===== config.mk =====
export PLATFORM = sky130hd
export DESIGN_NAME = fc_argmax_sink
export DESIGN_NICKNAME = d
export VERILOG_FILES = /design/src/rtl/fc_argmax_pkg.sv /design/src/rtl/argmax_lane_tree.sv /design/src/rtl/fc_argmax_sink.sv
export SDC_FILE = /design/constraint.sdc
export NUM_CORES = 1
export LEC_CHECK = 0
export ABC_AREA = 1
export CAP_MARGIN = 10
export CORE_MARGIN = 10
export CORE_UTILIZATION = 44
export CTS_CLUSTER_DIAMETER = 50
export DETAILED_ROUTE_END_ITERATION = 10
export HOLD_SLACK_MARGIN = 0.03
export PLACE_DENSITY = 0.79
export SKIP_LAST_GASP = 1
export SLEW_MARGIN = 30
export SYNTH_ARGS = -nofsm -noshare
export SYNTH_HDL_FRONTEND = slang
export SYNTH_SLANG_ARGS = --single-unit

===== constraint.sdc =====
create_clock -name clk -period 2 [get_ports clk]
set_input_delay 0.3 -clock clk [delete_from_list [all_inputs] [get_ports clk]]
set_output_delay 0.3 -clock clk [all_outputs]
set_load 0.01 [all_outputs]

===== src/rtl/fc_argmax_pkg.sv =====
`default_nettype none
// ============================================================================
// fc_argmax_pkg : shared types, default sizes and lane-index helper
// Revision      : 1.0
// ============================================================================
package fc_argmax_pkg;

  localparam int DEF_DATA_SIZE      = 8;
  localparam int DEF_H_CIM_TILES    = 2;
  localparam int DEF_NUM_CHANNELS   = 2;
  localparam int DEF_NUM_BEATS      = 8;
  localparam int DEF_OUTPUT_NEURONS = 10;

  localparam int LANES = DEF_H_CIM_TILES * DEF_NUM_CHANNELS;

  typedef enum logic [1:0] {
    IDLE  = 2'd0,
    ARMED = 2'd1,
    DRAIN = 2'd2,
    DONE  = 2'd3
  } state_e;

  function automatic int lane_idx(input int h, input int b, input int c,
                                  input int num_beats, input int num_channels);
    return (h * num_beats + b) * num_channels + c;
  endfunction

endpackage
`default_nettype wire


===== src/rtl/argmax_lane_tree.sv =====
`default_nettype none
// ============================================================================
// argmax_lane_tree : max/index over one beat of masked lanes, lowest index wins
// Revision         : 1.0
// ============================================================================
module argmax_lane_tree
  import fc_argmax_pkg::*;
#(
  parameter int N_LANES      = LANES,
  parameter int DATA_SIZE    = DEF_DATA_SIZE,
  parameter int GROUP        = DEF_NUM_CHANNELS,
  parameter int GROUP_STRIDE = DEF_NUM_BEATS * DEF_NUM_CHANNELS,
  parameter int IDX_W        = 5
) (
  input  logic [N_LANES-1:0][DATA_SIZE-1:0] vals_i,
  input  logic [N_LANES-1:0]                valid_i,
  input  logic [IDX_W-1:0]                  base_i,
  output logic [DATA_SIZE-1:0]              max_o,
  output logic [IDX_W-1:0]                  idx_o,
  output logic                              any_valid_o
);

  logic [DATA_SIZE-1:0] best_val;
  logic [IDX_W-1:0]     best_idx;
  logic                 best_any;

  // Lane order h*GROUP+c is monotonic in neuron index, so a strict '>' scan
  // from lane 0 upward keeps the lowest index on ties.
  always_comb begin
    best_val = '0;
    best_idx = '0;
    best_any = 1'b0;
    for (int l = 0; l < N_LANES; l++) begin
      if (valid_i[l] && (!best_any || (vals_i[l] > best_val))) begin
        best_val = vals_i[l];
        best_idx = base_i + IDX_W'((l / GROUP) * GROUP_STRIDE + (l % GROUP));
        best_any = 1'b1;
      end
    end
  end

  assign max_o       = best_val;
  assign idx_o       = best_idx;
  assign any_valid_o = best_any;

endmodule
`default_nettype wire


===== src/rtl/fc_argmax_sink.sv =====
`default_nettype none
// ============================================================================
// fc_argmax_sink : pipelined argmax over FC-layer output beats, valid/ack result
// Revision       : 1.0
// ============================================================================
module fc_argmax_sink
  import fc_argmax_pkg::*;
#(
  parameter int DATA_SIZE      = DEF_DATA_SIZE,
  parameter int H_CIM_TILES    = DEF_H_CIM_TILES,
  parameter int NUM_CHANNELS   = DEF_NUM_CHANNELS,
  parameter int NUM_BEATS      = DEF_NUM_BEATS,
  parameter int OUTPUT_NEURONS = DEF_OUTPUT_NEURONS,
  parameter int CLASS_WIDTH    = $clog2(H_CIM_TILES * NUM_BEATS * NUM_CHANNELS)
) (
  input  logic                                                 clk,
  input  logic                                                 rst,
  input  logic                                                 i_start,
  output logic                                                 o_ready,
  input  logic                                                 i_we,
  input  logic [H_CIM_TILES-1:0][NUM_CHANNELS-1:0][DATA_SIZE-1:0] i_data,
  output logic                                                 o_valid,
  output logic [CLASS_WIDTH-1:0]                               o_class,
  output logic [DATA_SIZE-1:0]                                 o_max,
  input  logic                                                 i_ack
);

  localparam int N_LANES = H_CIM_TILES * NUM_CHANNELS;
  localparam int BEAT_W  = (NUM_BEATS > 1) ? $clog2(NUM_BEATS) : 1;
  localparam logic [BEAT_W-1:0] LAST_BEAT = BEAT_W'(NUM_BEATS - 1);

  state_e                 state_q,   state_d;
  logic [BEAT_W-1:0]      beat_q,    beat_d;
  logic                   s1_occ_q,  s1_occ_d;
  logic                   s1_vld_q,  s1_vld_d;
  logic [DATA_SIZE-1:0]   s1_max_q,  s1_max_d;
  logic [CLASS_WIDTH-1:0] s1_idx_q,  s1_idx_d;
  logic                   s2_occ_q,  s2_occ_d;
  logic [DATA_SIZE-1:0]   run_max_q, run_max_d;
  logic [CLASS_WIDTH-1:0] run_cls_q, run_cls_d;
  logic                   seen_q,    seen_d;

  logic [N_LANES-1:0]     lane_vld;
  logic [CLASS_WIDTH-1:0] beat_base;
  logic [DATA_SIZE-1:0]   tree_max;
  logic [CLASS_WIDTH-1:0] tree_idx;
  logic                   tree_any;
  logic                   accept;

  always_comb begin
    lane_vld = '0;
    for (int h = 0; h < H_CIM_TILES; h++) begin
      for (int c = 0; c < NUM_CHANNELS; c++) begin
        lane_vld[h*NUM_CHANNELS+c] =
          lane_idx(h, int'(beat_q), c, NUM_BEATS, NUM_CHANNELS) < OUTPUT_NEURONS;
      end
    end
  end

  assign beat_base = CLASS_WIDTH'(int'(beat_q) * NUM_CHANNELS);

  argmax_lane_tree #(
    .N_LANES      (N_LANES),
    .DATA_SIZE    (DATA_SIZE),
    .GROUP        (NUM_CHANNELS),
    .GROUP_STRIDE (NUM_BEATS * NUM_CHANNELS),
    .IDX_W        (CLASS_WIDTH)
  ) u_tree (
    .vals_i      (i_data),
    .valid_i     (lane_vld),
    .base_i      (beat_base),
    .max_o       (tree_max),
    .idx_o       (tree_idx),
    .any_valid_o (tree_any)
  );

  assign accept = (state_q == ARMED) && i_we;

  always_comb begin
    state_d   = state_q;
    beat_d    = beat_q;
    s1_occ_d  = accept;
    s1_vld_d  = accept && tree_any;
    s1_max_d  = s1_max_q;
    s1_idx_d  = s1_idx_q;
    s2_occ_d  = s1_occ_q;
    run_max_d = run_max_q;
    run_cls_d = run_cls_q;
    seen_d    = seen_q;

    if (accept) begin
      s1_max_d = tree_max;
      s1_idx_d = tree_idx;
    end

    // First candidate of an inference is taken unconditionally so an
    // all-zero result still reports neuron 0.
    if (s1_vld_q && (!seen_q || (s1_max_q > run_max_q))) begin
      run_max_d = s1_max_q;
      run_cls_d = s1_idx_q;
      seen_d    = 1'b1;
    end

    case (state_q)
      IDLE: begin
        if (i_start) begin
          state_d   = ARMED;
          beat_d    = '0;
          run_max_d = '0;
          run_cls_d = '0;
          seen_d    = 1'b0;
        end
      end
      ARMED: begin
        if (i_we) begin
          beat_d = beat_q + 1'b1;
          if (beat_q == LAST_BEAT) begin
            state_d = DRAIN;
            beat_d  = '0;
          end
        end
      end
      DRAIN: begin
        if (!s1_occ_q && !s2_occ_q) begin
          state_d = DONE;
        end
      end
      DONE: begin
        if (i_ack) begin
          state_d = IDLE;
        end
      end
      default: state_d = IDLE;
    endcase
  end

  always_ff @(posedge clk or negedge rst) begin
    if (!rst) begin
      state_q   <= IDLE;
      beat_q    <= '0;
      s1_occ_q  <= 1'b0;
      s1_vld_q  <= 1'b0;
      s1_max_q  <= '0;
      s1_idx_q  <= '0;
      s2_occ_q  <= 1'b0;
      run_max_q <= '0;
      run_cls_q <= '0;
      seen_q    <= 1'b0;
    end else begin
      state_q   <= state_d;
      beat_q    <= beat_d;
      s1_occ_q  <= s1_occ_d;
      s1_vld_q  <= s1_vld_d;
      s1_max_q  <= s1_max_d;
      s1_idx_q  <= s1_idx_d;
      s2_occ_q  <= s2_occ_d;
      run_max_q <= run_max_d;
      run_cls_q <= run_cls_d;
      seen_q    <= seen_d;
    end
  end

  assign o_ready = (state_q == IDLE);
  assign o_valid = (state_q == DONE);
  assign o_class = run_cls_q;
  assign o_max   = run_max_q;

endmodule
`default_nettype wire


Yosys cells after proc, flatten, opt, wreduce, memory -nomap -nowiden:

Index checks and enable logic that the tools add are counted.

* register bits after elaboration: 35
* output and inout bits: 15
* input port bits: 37
* logic and storage cells: 86

* $add $sub $neg: 7
* order comparisons: 8
* reduce and logical (&&, ||, !) cells: 21
* eq/ne operators: 9
* muxes and demuxes: 31

Operators by type and width (number)
* 8-bit 2-to-1 mux: 7
* 8-bit > comparator: 4
* 32-bit by 5-bit < comparator with 1-bit output (second input constant): 1
* 5-bit 2-to-1 mux: 6
* 4-bit by 1-bit adder with 5-bit output (second input constant): 2
* 4-bit by 5-bit adder with 5-bit output (second input constant): 2
* 2-bit 2-to-1 mux: 5
* 3-bit 2-to-1 mux: 3
* 2-bit case mux with 4 select lines: 1
* 6-bit by 1-bit adder with 7-bit output (second input constant): 1
* 1-bit logical AND: 7
* 7-bit by 4-bit < comparator with 1-bit output (second input constant): 1
* 1-bit 2-to-1 mux: 7
* 1-bit zero test: 6
* 2-bit inequality test (second input constant): 3
* 3-bit case mux with 2 select lines: 1
* 4-bit by 3-bit adder with 5-bit output (first input constant): 1
* 5-bit by 4-bit < comparator with 1-bit output (second input constant): 1
* 5-bit AND reduction: 1
* 2-bit == test (second input constant): 2
* 1-bit logical OR: 4
* 4-bit < comparator (second input constant): 1
* 4-bit 2-to-1 mux: 1
* 2-bit by 1-bit inequality test with 1-bit output (second input constant): 2
* other kinds (6): 6

Longest topological paths before layout:

Gate-level depths: netlist of run 1.

* depth after elaboration: 15
* gate-level depth with buffers: 19
* mapped depth without buffers: 19

Modules after synthesis:

Synthesis of run 1 repeated with hierarchy kept, for this count alone.

* cells, all modules: 447
* area total of the unflattened synthesis: 3066.7 um2

Modules (own cells, without submodules)
* fc_argmax_sink: area each 1818.0 um2, sequential area each 875.8 um2, times used 1, cells an instance 214
* argmax_lane_tree: area each 1248.7 um2, sequential area each 0.0 um2, times used 1, cells an instance 233

Worst setup path before layout of run 1:

OpenSTA, ideal clock, no wires.

* kind: reg2reg
* start: reg beat_q[1]
* end: reg s1_max_q[1]
* path buffers: 0
* setup time: 118 ps
* arrival time: 1758 ps
* required time: 1882 ps
* clock period less this slack: 1876 ps
* stages on the path, launching flop included: 15
* path slack: 124 ps
* cells stage by stage: dfrtp_1 inv_1 a21oi_1 inv_2 nand2_1 ha_1 a21o_1 nor2_1 nand2_1 nand2_1 nand2_2 nand2_2 nand2_1 nand3_1 nand2_1

* word-level cells in the longest chain between the ends: 14
* elaborated cells between the ends (all ways): 26
* those cells by class: add/sub (3); order compare (7); mux (7); reduce/logical (9)

Ends and longest elaborated chain
* start: declaration: line fc_argmax_sink.sv:33 `logic [BEAT_W-1:0] beat_q, beat_d;`
* start signal: assignment: line fc_argmax_sink.sv:151 `beat_q <= beat_d;`
* 4-bit < comparator: line fc_argmax_sink.sv:55 `lane_idx(h, int'(beat_q), c, NUM_BEATS, NUM_CHANNELS) < OUTPUT_NEURONS;`
* 8-bit 2-to-1 mux or 1-bit 2-to-1 mux (tied branches): line argmax_lane_tree.sv:34 `if (valid_i[l] && (!best_any || (vals_i[l] > best_val))) begin`
* 8-bit > comparator or 1-bit zero test (tied branches): line argmax_lane_tree.sv:34
* 1-bit logical OR: line argmax_lane_tree.sv:34
* 1-bit logical AND: line argmax_lane_tree.sv:34
* 8-bit 2-to-1 mux or 1-bit 2-to-1 mux (tied branches): line argmax_lane_tree.sv:34
* 8-bit > comparator or 1-bit zero test (tied branches): line argmax_lane_tree.sv:34
* 1-bit logical OR: line argmax_lane_tree.sv:34
* 1-bit logical AND: line argmax_lane_tree.sv:34
* 8-bit 2-to-1 mux or 1-bit 2-to-1 mux (tied branches): line argmax_lane_tree.sv:34
* 8-bit > comparator or 1-bit zero test (tied branches): line argmax_lane_tree.sv:34
* 1-bit logical OR: line argmax_lane_tree.sv:34
* 1-bit logical AND: line argmax_lane_tree.sv:34
* 8-bit 2-to-1 mux (*): line argmax_lane_tree.sv:34
* end signal: assignment: line fc_argmax_sink.sv:154 `s1_max_q <= s1_max_d;`
* end: declaration: line fc_argmax_sink.sv:36 `logic [DATA_SIZE-1:0] s1_max_q, s1_max_d;`

Every way passes the cells marked *; elsewhere a longest branch is shown, timed or not.
A chain may end at the register's enable or synchronous reset.

Worst setup path after layout of run 1:

* start: reg beat_q[0]
* end: reg s1_max_q[1]

The elaborated chain is that of the path after synthesis.

==> reports/results.tsv, run 1 <==
metric	value	unit
CP Launch Type	flop	
hold depth	0	
R2R depth	19	
clock skew	0.00955	ns
CTS H-tree lvls	2	
clk_lat worst skew	0.28	ns
Initial Util	0.464	
clock buffer count from CTS	5	
initial antenna violation count	0	
# diodes	0	
Worst Path Class, Setup	flop to flop	
status	complete, but fails checks	
filler cell count in the final layout	381	
post-route ant nets	0	
maximum capacitance violations	0	
IO buf count	35	
synthesized cell area	2080	um2
Highest Clock Rate	476	MHz
hold_buf cts	0	
Avg Vias per Cell	4.93	
Ports	52	
CP cell instances	inv_2 > a21oi_4 > clkinvlp_4 > nand2_2 > inv_2 > ha_4 > inv_2 > nand2_2 > nand2_1 > nand2_1 > nand2_1 > nand2_1 > nand2_1 > nand2_2 > nand2_4 > buf_6 > nand3_2 > nand3_2 > nand2_1	
share of cells above drive strength 1	0.217	
root buf cell	clkbuf_8	
Initial DRC Count	65	
standard-cell rows	24	
Nets	386	
worst rel slew slack	0.693	
Synth area leader	dfrtp_1	
Synth area leaders	dfrtp_1, ha_1, nand2_1	
most frequent CP cell	nand2_1	
Die H	88.7	um
YS warnings	0	
first-pass GRT wire length	8.38	mm
Final WS setup	-0.0996	ns
Slew @ Worst Pin	0.460	ns
Crit. End Element	flop	
CP Max Fanout	4	
failing checks	negative setup slack	
HP Class	flop to flop	
CORE AREA	4470	um2
TritonCTS clock tree	yes	
Non-Filler Instances	379	
Post-Syn Instances	264	
Final Cycle Share	1.05	
Clock transition at path regs	0.07	ns
WL/cell	13.2	um
PwrDens	1180	nW/um2
die width	88.7	um
Place WS	-0.0815	ns
Layout area overhead	39.7	%
Sequential Area	851	um2
Slowest-stage cell, CP	dfrtp_1	
max incr delay on CP	0.38	ns
VDD IR max	0.392	mV
Tmin final	2.10	ns
P_leak	1.49	nW
area of the multi-input gates	1180	um2
Seq cells post-synth	34	
gr usage total	0.131	
final setup fails	9	
Avg Cell Area, Syn	7.86	um2
Slew Viols, Final	0	
final WL	4.99	mm
Yosys cell types	23	
crit path DAT	2.27	ns
Worst EP required	2.17	ns
RSZ-0062 raised after global routing	yes	
sequential cell area fraction in the yosys report	0.410	
dpl cells	358	
final hold violations	0	
die area	7870	um2
largest net degree at the start of global routing	35	
number of global-route vias before repair	2013	
TritonCTS Sinks	34	
routed vias	1869	
DP Wirelength	3.37	mm
Mapped Nets	324	
gpl congestion	0.798	
grt total ovfl	0	
DRC Markers	0	
CTS Buffer Depth	2	
1st-pass router iterations	4	
Yosys top cell area share	0.410	
[repair_timing]
action                     4_1_cts  5_1_grt
setup buffers                    7        4
pin swaps                       15       10
resized for setup               25       11
cloned                           2        0
setup endpoints to repair        8       21
[cells in the final DEF (no fill, tap or decap), types with 2 or more instances in the layout]
| master | count |
|---|---|
| ha_1 | 22 |
| nand2_1 | 62 |
| inv_2 | 6 |
| nor2_2 | 2 |
| o22ai_1 | 2 |
| buf_4 | 22 |
| o21a_1 | 2 |
| inv_1 | 31 |
| clkinvlp_4 | 2 |
| clkbuf_8 | 6 |
| nand4_1 | 2 |
| nand3_1 | 9 |
| nand2_2 | 8 |
| clkdlybuf4s50_1 | 35 |
| a21oi_1 | 6 |
| nor2_1 | 28 |
| buf_6 | 2 |
| nand3_2 | 13 |
| o21ai_0 | 11 |
| dfrtp_1 | 34 |
| nand3b_1 | 8 |
| nand2_4 | 3 |
[critical path: cells and delay by family (launching register included)]
kind | cells | cell delay, ns
AND/OR/NAND/NOR | 12 | 0.81
buffers and inverters | 5 | 0.47
flip-flops | 1 | 0.38
AO/OA/AOI/OAI | 1 | 0.19
adder cells (fa/ha/maj) | 1 | 0.15
[where the power goes]
part | switching, mW | leakage (nW) | total [mW] | internal, mW
logic | 0.944 | 0.997 | 1.76 | 0.818
clock network | 0.241 | 0.0472 | 0.517 | 0.276
registers | 0.192 | 0.441 | 1.14 | 0.945
[metal layers]
metal  wire [um]  GRT usage  part of all wire
met1        2150      0.137              0.43
met2        2520      0.253              0.50
met3         199     0.0230             0.040
met4         121     0.0455             0.024
met5           0          0                 0
[through the flow]
step                      instance area, um2  hold slack (ns)  TNS (ns)   util  total power, mW
after floorplan                         2080          0.00441         0      -             2.22
after global placement                  2550            0.355    -0.283  0.571             2.69
after detailed placement                2550            0.360    -0.497  0.571             2.76
after CTS                               2810            0.383         0  0.629             3.35
after global routing                    2900            0.387     -2.05  0.648             3.76
final                                   2900            0.379    -0.658  0.648             3.42
[layout make-up]
| type | instances | share of cell area |
|---|---|---|
| well taps | 52 | 0.0224 |
| flip-flops and latches | 34 | 0.293 |
| repair buffers | 60 | 0.192 |
| clock buffers | 6 | 0.0285 |
| clock inverters | 2 | 0.00431 |
| multi-input cells | 187 | 0.409 |
| repair inverters | 1 | 0.00259 |
| inverters | 37 | 0.0479 |
[synth_stat cells]
cell and instances:
nand2_1 68, nor2_1 29, nand3b_1 8, inv_2 2
o22ai_1 2, o21bai_1 1, o21a_1 2, o21ai_1 1
a21boi_4 1, or2_2 1, o2111a_1 1, a21o_1 1
clkbuf_1 5, nand3_1 23, nand2_2 4, ha_1 23
a21oi_1 7, inv_1 35, nand4_1 2, o21ai_0 11
dfrtp_1 34, nor2_2 1, buf_6 2
[state kept, by name (all words and copies together) (netlist names)]
register and count:
s1_occ_q 1, state_q 2, o_class 5, beat_q 3, s2_occ_q 1, o_max 8, s1_idx_q 4, seen_q 1
s1_max_q 8, s1_vld_q 1
[path summary, 6_finish.rpt]
path                       startpoint          end  slack (ns)
min                          s1_occ_q     s2_occ_q        0.38
max in group asynchronous         rst     o_max[1]        1.27
min in group asynchronous         rst    beat_q[0]        0.42
min reg2reg                  s1_occ_q     s2_occ_q        0.38
max                         beat_q[0]  s1_max_q[1]        -0.1
max reg2reg                 beat_q[0]  s1_max_q[1]        -0.1
[cells by family (layout without fill, tap and decap cells)]
kind of cell,after synthesis,count (layout),share of synthesized area
AND/OR/NAND/NOR,136,137,0.284
buffers and inverters,44,106,0.0868
flip-flops,34,34,0.410
AO/OA/AOI/OAI,27,27,0.0808
adder cells (fa/ha/maj),23,23,0.139
Note: power is estimated with default switching activity, not from simulation.
==> inputs of run 2 (changes only) <==
Settings changed: CORE_MARGIN 10 to 5, PLACE_DENSITY 0.79 to 0.87.
==> run 2 against run 1 <==
The run still ends with negative setup slack left. Worst setup slack improved by 0.033 ns. Global-route usage is 2.6 points higher. Wire length shrank 7.7%. Highest routed layer unchanged. Sequential share of layout area up 1.2 points. Combinational power fell by 6%. Utilization fell by 5.0 points. Hold slack improved by 0.0025 ns.
==> reports/results.tsv, run 2 (synthesis results as in run 1) <==
metric	value	unit	change
hold slack final	0.382	ns	was 0.379 ns
routed vias	1870		was 1,869
clock buffer count from CTS	5		unchanged
most frequent CP cell	nand2_1		unchanged
largest net degree at the start of global routing	35		unchanged
clock power share	0.159		was 0.151
Fin Setup TNS	-0.407	ns	was -0.658 ns
Tmin final	2.07	ns	was 2.10 ns
Initial DRC Count	90		was 65
RSZ-0062 raised after global routing	yes		unchanged
Ports	52		unchanged
Internal	1.98	mW	was 2.04 mW
post-route ant nets	0		unchanged
die area	6190	um2	was 7870 um2
worst path bufs/invs	5		unchanged
Crit. End Element	flop		unchanged
clk_lat worst skew	0.29	ns	was 0.28 ns
CP Launch Type	flop		unchanged
Avg Vias per Cell	5.03		was 4.93
sw frac	0.406		was 0.403
TritonCTS Sinks	34		unchanged
final WL	4.61	mm	was 4.99 mm
Reg2Reg Setup Slack	-0.07	ns	was -0.1 ns
final setup fails	8		was 9
CP top delay family	simple AND/OR/NAND/NOR gates		unchanged
max incr delay on CP	0.38	ns	about the same
Combinational Power Share	0.497		was 0.516
fin util	0.598		was 0.648
initial antenna violation count	0		unchanged
final hold violations	0		unchanged
worst rel slew slack	0.689		was 0.693
DRC Markers	0		unchanged
Nets	377		was 386
Highest Clock Rate	484	MHz	was 476 MHz
Worst EP required	2.18	ns	was 2.17 ns
CTS Buffer Depth	2		unchanged
HP Class	flop to flop		unchanged
Sw Pwr	1.36	mW	was 1.38 mW
DP Wirelength	3.20	mm	was 3.37 mm
Die H	78.7	um	was 88.7 um
filler cell count in the final layout	397		was 381
gpl congestion	0.839		was 0.798
Final Cycle Share	1.03		was 1.05
CORE AREA	4660	um2	was 4470 um2
PwrDens	1200	nW/um2	was 1180 nW/um2
Slew Viols, Final	0		unchanged
first-pass GRT wire length	7.78	mm	was 8.38 mm
crit path DAT	2.25	ns	was 2.27 ns
Final WS setup	-0.0666	ns	was -0.0996 ns
finished layout cell area	2790	um2	was 2900 um2
CP cell instances	inv_2 > a21oi_4 > clkinvlp_4 > nand2_2 > inv_2 > ha_4 > inv_2 > nand2_1 > nand2_1 > nand2_1 > nand2_1 > nand2_1 > nand2_1 > nand2_1 > nand2_2 > buf_6 > nand3_1 > nand3_1 > nand2_1		was inv_2 > a21oi_4 > clkinvlp_4 > nand2_2 > inv_2 > ha_4 > inv_2 > nand2_2 > nand2_1 > nand2_1 > nand2_1 > nand2_1 > nand2_1 > nand2_2 > nand2_4 > buf_6 > nand3_2 > nand3_2 > nand2_1
share of cells above drive strength 1	0.173		was 0.217
Slowest-stage cell, CP	dfrtp_1		unchanged
Initial Util	0.445		was 0.464
clock skew	0.00584	ns	was 0.00955 ns
placed inst area	2560	um2	was 2550 um2
standard-cell rows	25		was 24
hold_buf cts	0		unchanged
# diodes	0		unchanged
Layout area overhead	34.2	%	was 39.7%
Worst Path Class, Setup	flop to flop		unchanged
failing checks	negative setup slack		unchanged
VDD IR max	0.420	mV	was 0.392 mV
Clock transition at path regs	0.07	ns	about the same
1st-pass router iterations	5		was 4
WL/cell	12.4	um	was 13.2 um
root buf cell	clkbuf_8		unchanged
grt total ovfl	0		unchanged
CTS H-tree lvls	2		unchanged
maximum capacitance violations	0		unchanged
CP Max Fanout	5		was 4
Sequential Power Share	0.344		was 0.333
TritonCTS clock tree	yes		unchanged
die width	78.7	um	was 88.7 um
P_leak	1.43	nW	was 1.49 nW
status	complete, but fails checks		unchanged
Slew @ Worst Pin	0.466	ns	was 0.460 ns
most common cell after layout, fill and taps aside	nand2_1		unchanged
gr usage total	0.157		was 0.131
most frequent cells in the layout	nand2_1, clkdlybuf4s50_1, dfrtp_1		unchanged
number of global-route vias before repair	1809		was 2,013
Place WS	-0.102	ns	was -0.0815 ns
IO buf count	35		unchanged
[run 2: cell count changes in the layout (fill, tap and decap cells not counted), moves of 2 or more]
cell | previous run | this run
buf_4 | 22 | 15
nand2_2 | 8 | 6
nand3_1 | 9 | 11
nand2_1 | 62 | 65
nand2_4 | 3 | 1
[run 2: final timing paths]
kind | to | from | cells past startpoint
hold / removal | s2_occ_q | s1_occ_q | 0
min in group asynchronous | beat_q[0] | rst | 2
max in group asynchronous | o_max[4] | rst | 2
setup reg to reg | s1_max_q[2] | beat_q[0] | 19
hold reg to reg | s2_occ_q | s1_occ_q | 0
setup / recovery | s1_max_q[2] | beat_q[0] | 19
[run 2: worst register-to-register path: stages, from the launching register on]
cell and delay (ns):
dfrtp_1 0.38, inv_2 0.06, a21oi_4 0.20, clkinvlp_4 0.17
nand2_2 0.11, inv_2 0.05, ha_4 0.15, inv_2 0.04
nand2_1 0.04, nand2_1 0.05, nand2_1 0.05, nand2_1 0.06
nand2_1 0.04, nand2_1 0.05, nand2_1 0.06, nand2_2 0.12
buf_6 0.14, nand3_1 0.07, nand3_1 0.07, nand2_1 0.06
[run 2: timing repair]
item                                    in CTS  in global routing
gates cloned                                 1                  0
gates resized for setup                     18                  8
endpoints found under the setup margin       8                 17
pin swaps                                   15                  8
setup buffers                                3                  0
endpoints found under the hold margin        0                  0
[run 2: power by group through the flow]
stage	Combinational [mW]	Clock [mW]	Sequential [mW]
after floorplan	1.08	0	1.14
after global placement	1.53	0	1.14
after detailed placement	1.59	0	1.16
after CTS	1.63	0.534	1.15
after global routing	1.87	0.563	1.19
final	1.66	0.530	1.15
[run 2: area by class of cell]
class | count | area, um2 | area share
multi-input cells | 186 | 1140 | 0.410
inverters | 37 | 139 | 0.0498
clock buffers | 6 | 82.6 | 0.0296
repair inverters | 1 | 7.51 | 0.00269
flip-flops and latches | 34 | 851 | 0.305
well taps | 54 | 67.6 | 0.0242
clock inverters | 2 | 12.5 | 0.00449
repair buffers | 52 | 485 | 0.174
[run 2: metal layers]
metal / up-vias / share of wire / global-route usage
li1: 947 / - / -
met1: 860 / 0.43 / 0.185
met2: 53 / 0.51 / 0.272
met3: 10 / 0.053 / 0.0333
met4: 0 / 0.016 / 0.0699
met5: - / 0 / 0
[run 2: per-stage QoR]
step / instances / power, mW
floorplan: 264 / 2.22
global placement: 360 / 2.67
detailed placement: 360 / 2.75
CTS: 372 / 3.32
global route: 372 / 3.63
finish: 372 / 3.34
==> patch 1: new RTL, settings of run 1 <==
Change the package constant `DEF_DATA_SIZE` from 8 to 16.
--- a/src/rtl/fc_argmax_pkg.sv
+++ b/src/rtl/fc_argmax_pkg.sv
@@ -5,7 +5,7 @@
 // ============================================================================
 package fc_argmax_pkg;
 
-  localparam int DEF_DATA_SIZE      = 8;
+  localparam int DEF_DATA_SIZE      = 16;
   localparam int DEF_H_CIM_TILES    = 2;
   localparam int DEF_NUM_CHANNELS   = 2;
   localparam int DEF_NUM_BEATS      = 8;
Ports: changed (resized i_data and o_max); port bits go from 52 to 92. The function was not compared with the original's and may differ.
==> patch 1 against run 1 <==
  * The flow still finishes with violations (setup timing)
  * Clock skew hardly changed
  * Area after synthesis is 61% higher
  * Final area is 64% higher
  * Wire length is 71% higher
  * Sequential cell count is 16 higher
  * Die area is 46% higher
  * Clock power is 40% higher
  * Worst setup slack worse by 0.23 ns
  * Power is 61% higher
==> patch 1: results (changes against run 1) <==
| Metric | Value |
|---|---|
| CLK BUF | `5 (-1)` |
| Buffer share of cell area | `22.0% (+2.7 points)` |
| Latest clock arrival within the worst-skew pair | `0.31 ns (+0.03 ns)` |
| Buffers, non-clock | `108 (+80%)` |
| Non-clock inverter count | `55 (+45%)` |
| Commonest cells in the netlist | `nand2_1, inv_1, nor2_1` |
| Metal-1 WL | `3800 µm (+77%)` |
| Share of layout cells above drive strength 1 | `18.6% (-3.1 points)` |
| Final setup TNS | `-5.09 ns (-4.43 ns)` |
| Violated checks | `setup timing` |
| Detailed Route Iter0 Violations | `196 (+200%)` |
| Multi-input gate area | `2020 µm² (+70%)` |
| Die W | `107 µm (+21%)` |
| Fraction of area in registers | `26.3% (-3.0 points)` |
| Static leakage | `2.44 nW (+64%)` |
| Drt wl/cell | `13.3 µm (+1.1%)` |
| Worst setup endpoint | `s1_max_q[12]` |
| Largest net degree at the start of global routing | `23 (-34%)` |
| Pre-CTS setup slack | `-0.359 ns (-0.277 ns)` |
| Placed instance area | `4380 µm² (+71%)` |
| Clk pwr share | `13.1% (-2.0 points)` |
| Crit Path Max Fanout | `7 (+3)` |
| Setup ws final | `-0.325 ns (-0.225 ns)` |
| Via/cell ratio | `4.95 (+0.47%)` |
| Final count of negative-setup-slack endpoints | `18 (+9)` |
| Vias in the first global route | `3,090 (+54%)` |
| Clock buf/inv share | `2.37% (-0.91 points)` |
| Peak VDD IR | `423 µV (+8.1%)` |
| Post-synth cell types | `27 (+17%)` |
| Post-synth net total | `550 (+70%)` |
| Total die area | `11,500 µm² (+46%)` |
| Hold_ws | `0.395 ns (+0.0156 ns)` |
| Worst R2R Start | `beat_q[1]` |
| Outcome | `complete, but fails checks` |
| #FFs+latches synth | `50 (+47%)` |
| Number of buffers added on ports | `59 (+69%)` |
-- patch 1: changes by cell type after synthesis, moves of 4 or more --
| cell | run 1 | this run |
|---|---|---|
| a21oi_1 | 7 | 16 |
| buf_2 | 0 | 4 |
| dfrtp_1 | 34 | 50 |
| ha_1 | 23 | 39 |
| inv_1 | 35 | 54 |
| nand2_1 | 68 | 125 |
| nand3_1 | 23 | 44 |
| nand3b_1 | 8 | 17 |
| nor2_1 | 29 | 51 |
-- patch 1: logic make-up after synthesis --
family          count (synthesis)  share of synthesized area, %
compound gates                 37                          6.48
flops                          50                          37.5
simple gates                  244                          31.9
buf+inv                        72                          9.48
fa+ha+maj                      39                          14.6
-- patch 1: repair_timing --
action | in CTS | in global routing
hold buffers | 1 | 0
hold endpoints to repair | 14 | 0
resized for setup | 5 | 33
setup buffers | 2 | 5
gates cloned | 0 | 3
pin swaps | 1 | 12
endpoints found under the setup margin | 18 | 38
==> patch 2: new RTL, config.mk and constraints of run 1 <==
Made on the original files. Make the reset (`rst`) synchronous in one clocked block.
--- a/src/rtl/fc_argmax_sink.sv
+++ b/src/rtl/fc_argmax_sink.sv
@@ -134,7 +134,7 @@
     endcase
   end
 
-  always_ff @(posedge clk or negedge rst) begin
+  always_ff @(posedge clk) begin
     if (!rst) begin
       state_q   <= IDLE;
       beat_q    <= '0;
Formal check against the unedited RTL: differs if rst is asserted again (counterexample within 4 cycles, from zero or initial values and one cycle with rst low); with rst held inactive, the same outputs for 10 cycles.
==> patch 2 against run 1 <==
  * The flow still finishes with violations (setup timing)
  * Sequential cell count unchanged
  * Count of clock-buffer cells in the layout unchanged
  * Combinational power shrank 48%
  * Final area is 7.2% lower
  * Area after synthesis decreased by 6.8%
  * Global-route usage fell by 1.2 points
  * Sequential share of layout area down 3.9 points
  * Non-clock buffer count fell by 4
  * Worst setup slack worse by 0.054 ns
  * Wire length fell by 3.1%
  * Power shrank 30%
  * Worst hold slack gained 0.046 ns
  * Via count about the same
==> patch 2: results (changes against run 1) <==
| Metric | Value |
|---|---|
| Metal2 WL | `2490 µm (-1.3%)` |
| Seq/Total Area, Yosys | `35.2% (-5.8 points)` |
| Fin Clk Skew | `0.00523 ns (-0.00433 ns)` |
| Violated checks | `setup timing` |
| Metal-1 WL | `1990 µm (-7.5%)` |
| First-pass GRT wire length | `7380 µm (-12%)` |
| FFs w/ async S/R, synth | `0% (-100 points)` |
| Post-CTS Setup Bufs | `1 (-6)` |
| Share of layout cells above drive strength 1 | `21.6% (-0.15 points)` |
| Drt wl/cell | `13.0 µm (-1.3%)` |
| Crit path launch | `beat_q[0]` |
| Detailed Route Iter0 Violations | `99 (+52%)` |
| Vias in the first global route | `1,779 (-12%)` |
| Largest net degree at the start of global routing | `16 (-54%)` |
| Final setup TNS | `-0.895 ns (-0.237 ns)` |
| Met1 Use GR | `12.0% (-1.7 points)` |
| Post-synth top area cell | `dfxtp_1` |
| Final count of negative-setup-slack endpoints | `9 (unchanged)` |
| Setup ws final | `-0.154 ns (-0.0542 ns)` |
| Filler cells | `373 (-2.1%)` |
| Peak per-stage delay on the critical path | `0.33 ns (-0.05 ns)` |
| Clk pwr | `0.000642 W (+24%)` |
| Synth Area in Adders | `14.9% (+1.0 points)` |
| Met2 Resource Use GR | `21.4% (-3.8 points)` |
| Non-Filler Instances | `372 (-1.8%)` |
| Outcome | `complete, but fails checks` |
| Post-synth cell types | `26 (+13%)` |
| Area Growth Syn to Fin | `39.1%` |
| Power density over cell area | `891 nW/µm² (-24%)` |
| Worst path slowest cell | `dfxtp_2` |
| Comb. pwr | `0.000921 W (-48%)` |
## patch 2: cell count changes after synthesis, sizes merged, moves of 2 or more
cell	change
a211oi	+3
a21oi	+15
clkbuf	-2
dfrtp	-34
dfxtp	+34
nand2	-20
nand3	-3
nand3b	-8
nor2	+5
o21ai	+8
o22ai	-2
## patch 2: worst min path at each step
stage	to	slack [ns]	depth (start not counted)	from
after detailed placement	s2_occ_q	0.42	2	s1_occ_q
final	s2_occ_q	0.43	2	s1_occ_q
after global routing	s2_occ_q	0.47	2	s1_occ_q
after floorplan	s2_occ_q	0.40	2	rst
after global placement	s2_occ_q	0.41	2	s1_occ_q
after CTS	s2_occ_q	0.42	2	s1_occ_q
## patch 2: final cells by class
cell class / count / area share (%)
Clock buffer: 6 / 3.07
Clock inverter: 1 / 1.12
Inverter: 37 / 5.16
Multi-Input combinational cell: 185 / 43.5
Sequential cell: 34 / 25.4
Tap cell: 52 / 2.42
Timing Repair Buffer: 56 / 19.0
Timing Repair inverter: 1 / 0.279
